<file path="src/rtl/servo_sequencer.sv">
// Four-channel servo pulse sequencer: each channel gets one slot per frame.
// Positions slew toward written targets once per frame, on the frame's last cycle.
module servo_sequencer #(
  parameter int unsigned SLOT_TICKS = 50000,
  parameter int unsigned MIN_TICKS  = 10000,
  parameter int unsigned STEP_TICKS = 40,
  parameter int unsigned SLEW_STEP  = 4
) (
  input  logic       clk,
  input  logic       reset,
  input  logic       enable,
  input  logic       cfg_valid,
  output logic       cfg_ready,
  input  logic [1:0] cfg_chan,
  input  logic [7:0] cfg_pos,
  output logic [3:0] pwm_out,
  output logic [1:0] active_chan,
  output logic       frame_start,
  output logic       busy
);

  localparam int unsigned TW = ($clog2(SLOT_TICKS) > 18) ? $clog2(SLOT_TICKS) : 18;
  localparam logic [TW-1:0] LAST_TICK = TW'(SLOT_TICKS - 1);
  localparam logic [8:0]    SLEW9     = 9'(SLEW_STEP);

  typedef enum logic {IDLE, RUN} state_t;

  state_t        r_state, w_state_nx;
  logic [1:0]    r_slot, w_slot_nx;
  logic [TW-1:0] r_tick, w_tick_nx;
  logic [TW-1:0] r_width, w_width_nx;
  logic [7:0]    r_tgt [4];
  logic [7:0]    r_cur [4];
  logic [7:0]    w_cur_nx [4];
  logic [3:0]    r_pwm, w_pwm_nx;
  logic          r_fs, w_fs_nx;
  logic          r_ready;
  logic          w_slew, w_slew_nx, w_wr;

  function automatic logic [7:0] slew_toward(input logic [7:0] cur, input logic [7:0] tgt);
    logic [8:0] d;
    if (tgt >= cur) begin
      d = {1'b0, tgt} - {1'b0, cur};
      slew_toward = (d > SLEW9) ? 8'({1'b0, cur} + SLEW9) : tgt;
    end else begin
      d = {1'b0, cur} - {1'b0, tgt};
      slew_toward = (d > SLEW9) ? 8'({1'b0, cur} - SLEW9) : tgt;
    end
  endfunction

  always_comb begin
    w_slew     = (r_state == RUN) && (r_slot == 2'd3) && (r_tick == LAST_TICK);
    w_wr       = cfg_valid && r_ready;
    w_state_nx = r_state;
    w_slot_nx  = r_slot;
    w_tick_nx  = r_tick;
    if (r_state == IDLE) begin
      if (enable) begin
        w_state_nx = RUN;
        w_slot_nx  = '0;
        w_tick_nx  = '0;
      end
    end else begin
      if (!enable) begin
        w_state_nx = IDLE;
        w_slot_nx  = '0;
        w_tick_nx  = '0;
      end else if (r_tick == LAST_TICK) begin
        w_tick_nx = '0;
        w_slot_nx = r_slot + 2'd1;
      end else begin
        w_tick_nx = r_tick + 1'b1;
      end
    end
  end

  always_comb begin
    for (int unsigned c = 0; c < 4; c++) begin
      w_cur_nx[c] = w_slew ? slew_toward(r_cur[c], r_tgt[c]) : r_cur[c];
    end
  end

  // Outputs are registered from next-cycle counters so pwm_out aligns with slot/tick.
  always_comb begin
    w_width_nx = r_width;
    if ((w_state_nx == RUN) && (w_tick_nx == '0)) begin
      w_width_nx = TW'(MIN_TICKS + 32'(w_cur_nx[w_slot_nx]) * STEP_TICKS);
    end
    w_pwm_nx = '0;
    if ((w_state_nx == RUN) && (w_tick_nx < w_width_nx)) begin
      w_pwm_nx[w_slot_nx] = 1'b1;
    end
    w_fs_nx   = (w_state_nx == RUN) && (w_slot_nx == 2'd0) && (w_tick_nx == '0);
    w_slew_nx = (w_state_nx == RUN) && (w_slot_nx == 2'd3) && (w_tick_nx == LAST_TICK);
  end

  always_ff @(posedge clk) begin
    if (reset) begin
      r_state <= IDLE;
      r_slot  <= '0;
      r_tick  <= '0;
      r_width <= '0;
      r_pwm   <= '0;
      r_fs    <= 1'b0;
      r_ready <= 1'b0;
      for (int unsigned c = 0; c < 4; c++) begin
        r_tgt[c] <= 8'd128;
        r_cur[c] <= 8'd128;
      end
    end else begin
      r_state <= w_state_nx;
      r_slot  <= w_slot_nx;
      r_tick  <= w_tick_nx;
      r_width <= w_width_nx;
      r_pwm   <= w_pwm_nx;
      r_fs    <= w_fs_nx;
      r_ready <= !w_slew_nx;
      for (int unsigned c = 0; c < 4; c++) begin
        r_cur[c] <= w_cur_nx[c];
      end
      if (w_wr) begin
        r_tgt[cfg_chan] <= cfg_pos;
      end
    end
  end

  assign pwm_out     = r_pwm;
  assign active_chan = r_slot;
  assign frame_start = r_fs;
  assign busy        = (r_state == RUN);
  assign cfg_ready   = r_ready;

endmodule

</file>
<file path="config.mk">
export PLATFORM = sky130hd
export DESIGN_NAME = servo_sequencer
export DESIGN_NICKNAME = d
export VERILOG_FILES = /design/src/rtl/servo_sequencer.sv
export SDC_FILE = /design/constraint.sdc
export NUM_CORES = 1
export LEC_CHECK = 0
export ABC_AREA = 1
export CAP_MARGIN = 25
export CORE_UTILIZATION = 55
export CTS_CLUSTER_DIAMETER = 120
export DETAILED_ROUTE_END_ITERATION = 12
export GPL_ROUTABILITY_DRIVEN = 0
export PLACE_DENSITY = 0.72
export SETUP_SLACK_MARGIN = 0.4
export SLEW_MARGIN = 10
export SYNTH_ARGS = -nofsm -noshare
export SYNTH_HDL_FRONTEND = slang
export SYNTH_SLANG_ARGS = --single-unit
</file>
<file path="constraint.sdc">
create_clock -name clk -period 5.2 [get_ports clk]
set_input_delay 0.78 -clock clk [delete_from_list [all_inputs] [get_ports clk]]
set_output_delay 0.78 -clock clk [all_outputs]
set_load 0.005 [all_outputs]
</file>
# Word level (Yosys, flattened, before mapping)
# Memory sizes are Yosys's and may differ from the RTL's.
# Index checks and enable logic that the tools add are counted.
[word_totals] register_bits=45 latch_bits=0 ram_bits=64 romBits=0 inputBits=14 out_inout_bits=9 wordCells=114 n_memories=2
[memory_table] memory="r_cur" words=4 word_bits=8 read_ports=4 rd_ports_with_merged_regs=0 write_ports=4 line="33" text="logic [7:0] r_cur [4];"
[memory_table] memory="r_tgt" words=4 word_bits=8 read_ports=4 rd_ports_with_merged_regs=0 write_ports=4 line="32" text="logic [7:0] r_tgt [4];"
[op_classes] n_addsub=19 n_mul=1 n_div=0 order_cmp=16 eq_ne=4 n_shift=0 mux=44 bitwise_logic=6 n_reduce_logical=15
[op_table] operator="two-way mux 8 bit" count=23
[op_table] operator="two-way mux 18 bit" count=5
[op_table] operator="> comparator 9 x 3 -> 1 bit (second input constant)" count=8
[op_table] operator="subtractor 8 x 8 -> 9 bit" count=8
[op_table] operator="== test 18 x 16 -> 1 bit (second input constant)" count=2
[op_table] operator="adder 8 x 3 -> 8 bit (second input constant)" count=4
[op_table] operator=">= comparator 8 bit" count=4
[op_table] operator="subtractor 8 x 3 -> 8 bit (second input constant)" count=4
[op_table] operator="adder 18 x 1 -> 18 bit (second input constant)" count=1
[op_table] operator="logical NOT 18 bit" count=1
[op_table] operator="< comparator 18 bit" count=1
[op_table] operator="binary-select mux 8 bit (select 2 bit)" count=1
[op_table] operator="adder 14 x 14 -> 15 bit (first input constant)" count=1
[op_table] operator="multiplier 8 x 3 -> 11 bit (second input constant)" count=1
[op_table] operator="logical AND 1 bit" count=10
[op_table] operator="two-way mux 2 bit" count=5
[op_table] operator="two-way mux 1 bit" count=9
[op_table] operator="OR reduction 8 bit" count=1
[op_table] operator="== test 2 bit (second input constant)" count=2
[op_table] operator="OR 1 bit" count=4
[op_table] operator=">= comparator 3 bit (second input constant)" count=1
[op_table] operator="< comparator 2 x 3 -> 1 bit (second input constant)" count=1
[op_table] operator="NOT 2 -> 3 bit" count=1
[op_table] operator="adder 2 x 1 -> 2 bit (second input constant)" count=1
[op_table] operator="6 further kinds" count=6

# Depth between registers and ports, before layout
# Gate-level depths: netlist of the first run.
# An unclocked memory read counts as a cell.
[depth] word_depth=16 ltp_mapped=45 depth_no_buf=45

# Least setup slack after synthesis of the first run
# No wires, ideal clock.
[synth_timing] kind="flip-flop to flip-flop" startpoint="memory r_cur[2][4]" endpoint="register r_pwm[0] (netlist: pwm_out[0])" setup_time_ns=0.065 arrival_time_ns=5.331 t_required_ns=5.135 path_slack_ns=-0.196 path_stages_with_launch=42 n_path_buf=2 period_less_slack_ns=5.396 path_cell_list="dfxtp_1 -> clkbuf_1 -> inv_1 -> ha_1 -> buf_2 -> nand2_1 -> inv_1 -> nand2_1 -> nand3_1 -> nand2_1 -> o21ai_0 -> nor2_1 -> nand2_1 -> nand2_1 -> nand2_1 -> a21oi_1 -> o21ai_0 -> o21ai_0 -> (+6 left out) -> fa_1 -> o21ai_0 -> xor2_1 -> nor2_1 -> nand2_1 -> nand2_1 -> inv_1 -> nand3_1 -> nand3_1 -> o21ai_2 -> ha_1 -> nand2_1 -> nor2_1 -> a211oi_1 -> o211ai_1 -> a221oi_1 -> nand2_1 -> nor2_1"
[synth_lines] item="from (decl)" line="33"
[synth_lines] item="to (signal assigned)" line="115" text="r_pwm <= w_pwm_nx;"
[synth_lines] item="to (decl)" line="35" text="logic [3:0] r_pwm, w_pwm_nx;"

==> out/qor.yml, run 1 <==
outcome:
  status: "finished, violations left"
  failed_checks: "setup timing"
logic_synthesis:
  synth_cells: 1587
  yosysMostFrequentCell: "nand2_1"
  synth_top_area_share_pct: 15.12
  ys_types: 55
  synth-async-reset-ratio_pct: 0
  avgSynthCellArea_um2: 6.426
  synth-main-ff-cell: "dfxtp_1"
  synth.top_cells.by_area: "dfxtp_1, nand2_1, ha_1, inv_1, edfxtp_1"
  ys_warn_count: 0
  synth_seq_cells: 109
  synth_top_cell_by_area: "dfxtp_1"
  synthTopCellsByCount: "nand2_1, inv_1, nor2_1, nand3_1, ha_1"
  ys_seq_area_share_pct: 24.54
  synth_edf_count: 32
  synth_area_um2: 10200
  synth_fp_nets: 1714
routing:
  wl_per_cell_um: 15.28
  drt-met1-wl_um: 13460
  vias: 11420
  maxUsedRoutingLayer: "met4"
  wl_met3_um: 1978
  routed_wl_um: 32170
  viasPerCell: 5.425
  post-route-drc-count: 0
  wl_met2_um: 15480
  drt_pre_antenna_iters: 6
  drt_iter0_markers: 856
  ant_nets: 0
finish:
  nets: 1998
  n_antenna_cell: 0
  layout-drive-gt1-share_pct: 25.53
  area_growth_pct: 32.82
clock_network:
  clk_latency_ps: 370
  cts.path.max_buffers: 2
  clk_pin_slew_ps: 80
  cts-htree-levels: 3
  holdBufCountCts: 0
  cts_root_buffer: "clkbuf_16"
  clock_sinks: 109
  cts_tree: "yes"
  numCtsBuffers: 9
power_and_ir_drop:
  peakVddDrop_v: 0.0001575
  p_leak_nw: 6.765
  seqPwrFrac_pct: 43.5
  switching_share_pct: 30.74
  p_per_area_nw_per_um2: 153.9
  p_int_mw: 1.444
  combPwrFrac_pct: 23.6
  power.switching_uw: 640.6
  p_clk_share_pct: 32.9
global_route:
  track_usage_pct: 32.39
  grt-ovfl-total: 0
  grt_start_max_net_pins: 57
  grt_pass1_wl_um: 50290
  grt_antenna_before_repair: 0
  first_global_vias: 10630
die:
  die_area_um2: 19090
  coreArea_um2: 18090
  die-height_um: 138.2
  die_width_um: 138.2
  num_rows: 49
  pin_count: 23
  start_util_pct: 56.38
timing:
  worst_pin_slew_ps: 784.3
  period_minus_slack_ps: 5895
  rsz0062_at_grt: "yes"
  final_hold_viol_count: 0
  fin_worst_skew_ps: 14.12
  finalSetupViolations: 4
  totalNegativeSetupSlack_ps: -2673
  slew_headroom_pct: 47.16
  whs_ps: 447.2
  drv_slew: 0
  timing.fmax_mhz: 169.6
  min_period_over_period_pct: 113.4
  finalWorstSetupSlack_ps: -695.4
place:
  portBuffers: 22
  dp_slack_ps: -684.7
  dpl.hpwl_um: 23920
job:
  maxCapViolCount: 0
critical_path:
  arrival_ps: 6200
  crit_type: "flop to flop"
  cp_slowest_cell: "edfxtp_1"
  slowest_delay_ps: 420
  critPathMaxFanout: 5
  crit_path_frequent_cell: "nand2_1"
  crit_path_start_kind: "flop"
  cp.required_ps: 5510
  critical_path.endpoint_type: "flop"
hold_path:
  min_path_type: "flop to flop"
[cell families (layout without fill, tap and decap cells)]
kind of cell	count (synthesis)	in the layout	share of synthesized area, %
AO/OA/AOI/OAI	179	179	10.36
flip-flops	109	109	24.54
AND/OR/NAND/NOR	828	828	35.19
XOR/XNOR	42	42	3.607
buffers and inverters	315	604	11.98
multiplexers	1	1	0.09816
adder cells (fa/ha/maj)	113	113	14.23
[final timing paths]
check	from	end	slack [ps]	cells past startpoint
max reg2reg	r_tgt[0][2]	pwm_out[1]	-700	39
min reg2reg	r_width[0]	r_width[0]	450	2
max	r_tgt[0][2]	pwm_out[1]	-700	39
min	r_width[0]	r_width[0]	450	2
[final cells by class]
cell class	instances	area, µm²
Clock buffer	10	239.0
Clock inverter	6	46.29
Fill cell	1395	4542
Inverter	287	1080
Multi-Input combinational cell	1163	7052
Sequential cell	109	2504
Tap cell	229	286.5
Timing Repair Buffer	301	2337
[stage by stage]
step / cells / total power, mW / instance area [µm²] / util (%)
2_1_floorplan: 1587 / 1.186 / 10310 / -
5_1_grt: 2105 / 2.173 / 13540 / 74.89
4_1_cts: 2097 / 2.046 / 13120 / 72.56
3_3_place_gp: 2065 / 1.350 / 12580 / 69.57
3_5_place_dp: 2067 / 1.360 / 12590 / 69.63
6_report: 2105 / 2.084 / 13540 / 74.89
[layout by cell type, fill, tap and decap left out, types with 26 or more instances in the layout]
cell	instances
a21oi_1	54
buf_4	273
dfxtp_1	76
edfxtp_1	32
ha_1	85
inv_1	258
nand2_1	388
nand2_2	30
nand3_1	126
nand4_1	26
nor2_1	165
xor2_1	34
[worst max-delay path, delay by kind of cell, from the launching register on]
family / cells / cell delay, ps
AOI/OAI and AO/OA: 11 / 1670
and+or+nand+nor: 16 / 1630
adders and majority gates: 5 / 1510
buffers and inverters: 6 / 520
DFF: 1 / 420
xor gates and xnor gates: 1 / 110
[repair_timing]
| item | CTS | global route |
|---|---|---|
| endpoints found under the setup margin | 7 | 12 |
| pin swaps | 19 | 45 |
| setup buffers | 14 | 8 |
| hold endpoints to repair | 0 | 0 |
| gates resized for setup | 33 | 94 |
[state kept, by name, summed over array words and instances (netlist names)]
| register | count |
|---|---|
| busy | 1 |
| cfg_ready | 1 |
| r_width | 18 |
| active_chan | 2 |
| r_cur | 32 |
| r_tgt | 32 |
| frame_start | 1 |
| pwm_out | 4 |
| r_tick | 18 |
[per-layer routing]
metal / GRT usage [%] / up-vias
met1: 41.83 / 5245
met2: 55.80 / 422
met4: 12.00 / 0
met5: 0 / -
met3: 3.568 / 106
li1: - / 5647
[power by group through the flow]
stage / combinational, mW / clock, mW / sequential, mW
after floorplan: 0.265 / 0 / 0.922
after global placement: 0.427 / 0 / 0.923
after detailed placement: 0.436 / 0 / 0.924
after CTS: 0.457 / 0.685 / 0.905
after global routing: 0.545 / 0.721 / 0.908
final: 0.492 / 0.686 / 0.906
(Power assumes the default switching activity.)
==> inputs of run 2 (changes only) <==
- PLACE_DENSITY: 0.72 -> not set
- PLACE_DENSITY_LB_ADDON: not set -> 0.25
==> out/qor.yml, run 2 (synthesized netlist as in run 1, its figures left out) <==
timing:
  drv_slew: 0  # unchanged
  min_period_over_period_pct: 112.3  # -1.1 points
  whs_ps: 452.2  # +4.984 ps
  rsz0062_at_grt: "yes"
  slew_headroom_pct: 55.05  # +7.9 points
  period_minus_slack_ps: 5840  # -54.88 ps
  timing.fmax_mhz: 171.2  # +0.94%
  finalSetupViolations: 4  # unchanged
  fin_worst_skew_ps: 7.700  # -6.421 ps
  final_hold_viol_count: 0  # unchanged
  worst_pin_slew_ps: 674.2  # -110.2 ps
  finalWorstSetupSlack_ps: -640.5  # +54.88 ps
  totalNegativeSetupSlack_ps: -2532  # +141.2 ps
clock_network:
  clock_sinks: 109  # unchanged
  numCtsBuffers: 9  # unchanged
  clk_pin_slew_ps: 70  # about the same
  cts.path.max_buffers: 2  # unchanged
  cts-htree-levels: 3  # unchanged
  cts_tree: "yes"
  holdBufCountCts: 0  # unchanged
  clk_latency_ps: 360  # about the same
  cts_root_buffer: "clkbuf_16"
power_and_ir_drop:
  power_mw: 2.066  # -0.87%
  p_clk_share_pct: 33.4  # +0.5 points
  switching_share_pct: 29.88  # -0.86 points
  p_per_area_nw_per_um2: 154.8  # +0.60%
  seqPwrFrac_pct: 43.8  # +0.3 points
  p_int_mw: 1.449  # +0.36%
  peakVddDrop_v: 0.0002138  # +36%
  power.switching_uw: 617.3  # -3.6%
  combPwrFrac_pct: 22.8  # -0.8 points
  p_leak_nw: 6.707  # -0.86%
routing:
  routed_wl_um: 31270  # -2.8%
  drt_pre_antenna_iters: 6  # unchanged
  drt_iter0_markers: 926  # +8.2%
  post-route-drc-count: 0  # unchanged
  ant_nets: 0  # unchanged
  vias: 11320  # -0.92%
  wl_per_cell_um: 14.95  # -2.2%
  viasPerCell: 5.411  # -0.26%
hold_path:
  min_path_type: "flop to flop"
  whs_path_depth: 2  # unchanged
  hold_path.startpoint: "r_width[2]"
  min_to: "r_width[2]"
finish:
  fin_util_pct: 73.79  # -1.1 points
  final_cell_mix: "nand2_1, buf_4, inv_1, nor2_1, nand3_1"
  n_antenna_cell: 0  # unchanged
  stdcell_area_um2: 13350  # -1.5%
  fin_cells: 2091  # -0.67%
  layout-drive-gt1-share_pct: 23.47  # -2.1 points
  largestRegisters: "r_cur: 32 flops, r_tgt: 32 flops"
  area_growth_pct: 30.88
  nets: 1984  # -0.70%
  final_common_cell: "nand2_1"
die:
  coreArea_um2: 18090  # unchanged
  die_area_um2: 19090  # unchanged
  pin_count: 23  # unchanged
  start_util_pct: 56.38  # unchanged
  die_width_um: 138.2  # unchanged
  num_rows: 49  # unchanged
  die-height_um: 138.2  # unchanged
critical_path:
  arrival_ps: 6090  # -110 ps
  r2r_start: "r_tgt[0][0]"
  r2r_slack_ps: -640  # +50 ps
  cp_slowest_cell: "fa_1"
  crit_type: "flop to flop"
  r2r_cells: 32  # -18%
  critical_path.endpoint_type: "flop"
  cp.required_ps: 5450  # -60 ps
  critPathMaxFanout: 7  # +2
  slowest_delay_ps: 440  # +20 ps
  rr_endpoint: "pwm_out[1]"
  crit_path_start_kind: "flop"
global_route:
  first_global_vias: 10580  # -0.51%
  grt_start_max_net_pins: 44  # -23%
  track_usage_pct: 31.52  # -0.87 points
  grt_antenna_before_repair: 1  # +1
  grt-ovfl-total: 0  # unchanged
  grt_pass1_wl_um: 49360  # -1.9%
job:
  maxCapViolCount: 0  # unchanged
place:
  dp_slack_ps: -754.8  # -70.18 ps
  dpl.hpwl_um: 24060  # +0.58%
  dp_cells: 2065  # -0.097%
  portBuffers: 22  # unchanged
  place_area_um2: 12590  # about the same
outcome:
  failed_checks: "setup timing"
  status: "finished, violations left"
==> run 2: changes by cell type in the layout (fill, tap and decap cells not counted), moves of 3 or more <==
cell and change:
nor2_1 +6, o21ai_1 +4, nand2_2 -3, a21oi_1 +3
buf_4 -12, o21ai_2 -5, nor2_2 -5, ha_1 +4
nand2_1 +4, ha_2 -6
==> run 2: worst max path at each step <==
| stage | from | end | slack, ps | cells past startpoint |
|---|---|---|---|---|
| floorplan | r_tgt[2][0] | pwm_out[0] | 130 | 38 |
| global placement | r_tgt[1][0] | pwm_out[1] | -500 | 39 |
| detailed placement | r_tgt[1][0] | pwm_out[3] | -750 | 39 |
| CTS | r_tgt[1][0] | pwm_out[1] | -550 | 38 |
| global route | r_tgt[0][3] | pwm_out[1] | -970 | 38 |
| finish | r_tgt[0][0] | pwm_out[1] | -640 | 32 |
==> run 2: worst max-delay path, delay by kind of cell, from the launching register on <==
kind                       cells  cell delay, ps
AOI/OAI and AO/OA              9            1230
adders and majority gates      5            1580
buffers and inverters          2             310
DFF                            1             400
and+or+nand+nor               16            2220
==> run 2: power groups by stage <==
| stage | Combinational, mW | Sequential, mW | Clock [mW] |
|---|---|---|---|
| final | 0.472 | 0.905 | 0.690 |
| after global routing | 0.522 | 0.906 | 0.729 |
| after CTS | 0.438 | 0.904 | 0.692 |
| after detailed placement | 0.431 | 0.924 | 0 |
| after global placement | 0.420 | 0.923 | 0 |
| after floorplan | 0.265 | 0.922 | 0 |
==> run 2: routing by layer <==
metal  share of wire [%]  wire length, µm  vias to the layer above  track usage (%)
met5                   0                0                        -                0
met4                 4.1             1272                        0            12.54
met3                 6.0             1886                       99            4.815
met2                  47            14750                      436            53.71
met1                  43            13360                     5152            40.03
li1                    -                -                     5628                -
==> run 2: layout make-up <==
| cell class | instances | area (µm²) |
|---|---|---|
| clock inverter | 4 | 30.03 |
| timing repair buffer | 287 | 2225 |
| tap | 229 | 286.5 |
| sequential | 109 | 2504 |
| multi-input combinational | 1163 | 6964 |
| clock buffer | 12 | 257.7 |
| inverter | 287 | 1080 |
| fill | 1337 | 4740 |
==> run 2: what timing repair did <==
action                     in CTS  in global routing
cloned                          0                  0
gates resized for setup        19                 75
setup endpoints to repair       5                 12
pin swaps                       6                 19
setup buffers                   4                  6
==> inputs of run 3 (changes only) <==
- SETUP_SLACK_MARGIN: 0.4 -> 0.1
==> out/qor.yml, run 3 (synthesized netlist as in run 1, its figures left out) <==
outcome:
  status: "finished, violations left"
  failed_checks: "setup timing"
global_route:
  track_usage_pct: 32.64  # +1.1 points
  grt_start_max_net_pins: 58  # +32%
  first_global_vias: 10910  # +3.1%
  grt_pass1_wl_um: 51030  # +3.4%
  grt_antenna_before_repair: 0  # -1
  grt-ovfl-total: 0  # unchanged
finish:
  fin_util_pct: 76.44  # +2.6 points
  n_antenna_cell: 0  # unchanged
  final_cell_mix: "nand2_1, buf_4, inv_1, nor2_1, nand3_1"
  largestRegisters: "r_cur: 32 flops, r_tgt: 32 flops"
  stdcell_area_um2: 13820  # +3.6%
  final_common_cell: "nand2_1"
  layout-drive-gt1-share_pct: 27.44  # +4.0 points
  fin_cells: 2106  # +0.72%
  area_growth_pct: 35.57
  nets: 1999  # +0.76%
  fillers: 1240  # -7.3%
timing:
  whs_ps: 456.0  # +3.783 ps
  timing.fmax_mhz: 165.6  # -3.3%
  finalWorstSetupSlack_ps: -837.8  # -197.3 ps
  slew_headroom_pct: 19.38  # -36 points
  worst_pin_slew_ps: 1197  # +522.5 ps
  drv_slew: 0  # unchanged
  period_minus_slack_ps: 6038  # +197.3 ps
  min_period_over_period_pct: 116.1  # +3.8 points
  final_hold_viol_count: 0  # unchanged
  fin_worst_skew_ps: 11.84  # +4.140 ps
  finalSetupViolations: 4  # unchanged
  rsz0062_at_grt: "yes"
clock_network:
  clk_latency_ps: 370  # about the same
  cts_tree: "yes"
  cts-htree-levels: 3  # unchanged
  numCtsBuffers: 9  # unchanged
  clock_sinks: 109  # unchanged
  cts.path.max_buffers: 2  # unchanged
  clk_pin_slew_ps: 80  # about the same
  cts_root_buffer: "clkbuf_16"
routing:
  vias: 11770  # +4.0%
  drt_iter0_markers: 1102  # +19%
  routed_wl_um: 34050  # +8.9%
  ant_nets: 0  # unchanged
  drt_pre_antenna_iters: 7  # +1
  wl_per_cell_um: 16.17  # +8.1%
  post-route-drc-count: 0  # unchanged
  viasPerCell: 5.589  # +3.3%
job:
  maxCapViolCount: 0  # unchanged
place:
  dpl.hpwl_um: 23630  # -1.8%
  place_area_um2: 12450  # -1.1%
  dp_cells: 2046  # -0.92%
  portBuffers: 22  # unchanged
hold_path:
  whs_path_depth: 2  # unchanged
  hold_path.startpoint: "r_width[1]"
  min_path_type: "flop to flop"
  min_to: "r_width[1]"
power_and_ir_drop:
  peakVddDrop_v: 0.0002575  # +20%
  p_per_area_nw_per_um2: 155.2  # +0.23%
  power_mw: 2.145  # +3.8%
  p_leak_nw: 6.784  # +1.1%
critical_path:
  r2r_start: "r_tgt[1][0]"
  critical_path.endpoint_type: "flop"
  crit_path_start_kind: "flop"
  rr_endpoint: "pwm_out[1]"
  r2r_slack_ps: -840  # -200 ps
  critPathMaxFanout: 7  # unchanged
  crit_type: "flop to flop"
  arrival_ps: 6350  # +260 ps
  r2r_cells: 39  # +22%
  cp.required_ps: 5510  # +60 ps
  cp_slowest_cell: "fa_2"
  slowest_delay_ps: 530  # +90 ps
die:
  coreArea_um2: 18090  # unchanged
  die-height_um: 138.2  # unchanged
  start_util_pct: 56.38  # unchanged
  num_rows: 49  # unchanged
  die_area_um2: 19090  # unchanged
  pin_count: 23  # unchanged
  die_width_um: 138.2  # unchanged
==> run 3: cell types whose count changed in the layout (fill, tap and decap cells not counted), moves of 5 or more <==
| cell | before | now |
|---|---|---|
| inv_1 | 258 | 253 |
| nand2_1 | 392 | 379 |
| nand2_2 | 27 | 35 |
| ha_4 | 14 | 23 |
| o21ai_2 | 7 | 12 |
| a21oi_1 | 57 | 51 |
| ha_2 | 5 | 11 |
| ha_1 | 89 | 74 |
| nor2_1 | 171 | 160 |
| nand2_4 | 3 | 8 |
| nor2_2 | 20 | 29 |
| buf_4 | 261 | 274 |
==> run 3: how the worst max path moves through the flow <==
stage                start         end  slack (ps)  cells past startpoint
2_1_floorplan  r_tgt[2][0]  pwm_out[0]         100                     36
3_3_place_gp   r_tgt[3][0]  pwm_out[1]        -470                     37
3_5_place_dp   r_tgt[3][0]  pwm_out[1]        -680                     37
4_1_cts        r_tgt[3][0]  pwm_out[1]        -540                     36
5_1_grt        r_tgt[1][0]  pwm_out[1]       -1110                     39
6_report       r_tgt[1][0]  pwm_out[1]        -840                     39
==> run 3: metal layers <==
metal  global-route usage, %  routed length (µm)
met1                   40.02               13690
met5                       0                   0
met3                   4.053                2055
met4                   15.08                1665
met2                   57.17               16640
==> run 3: layout make-up <==
type / count / area [µm²] / area share, %
Clock inverter: 5 / 50.05 / 0.3620
Clock buffer: 11 / 254.0 / 1.837
Multi-Input combinational cell: 1163 / 7297 / 52.78
Sequential cell: 109 / 2504 / 18.11
Inverter: 287 / 1082 / 7.829
Tap cell: 229 / 286.5 / 2.073
Timing Repair Buffer: 302 / 2351 / 17.01
==> run 3: what timing repair did <==
item / CTS / global route
setup endpoints to repair: 4 / 9
hold buffers: 0 / 0
resized for setup: 42 / 141
setup buffers: 26 / 17
pin swaps: 31 / 71
gates cloned: 0 / 0
endpoints found under the hold margin: 0 / 0
==> run 3: worst max-delay path, delay by kind of cell (launching register included) <==
kind / cells / cell delay, ps
AND/OR/NAND/NOR: 20 / 2140
adder cells (fa/ha/maj): 6 / 1810
AO/OA/AOI/OAI: 10 / 1380
flip-flops: 1 / 450
buffers and inverters: 3 / 190
==> run 3: per-stage QoR <==
| stage | setup TNS (ps) | setup slack (ps) |
|---|---|---|
| 2_1_floorplan | 0 | 104.1 |
| 3_3_place_gp | -1892 | -473.6 |
| 3_5_place_dp | -2679 | -675.2 |
| 4_1_cts | -2133 | -540.2 |
| 5_1_grt | -4591 | -1107 |
| 6_report | -3312 | -837.8 |
==> run 3: power breakdown <==
part           switching [mW]  internal, mW  total (mW)
sequential             0.0143         0.892       0.907
combinational           0.298         0.218       0.516
clock                   0.356         0.366       0.722
total                   0.669          1.48        2.14
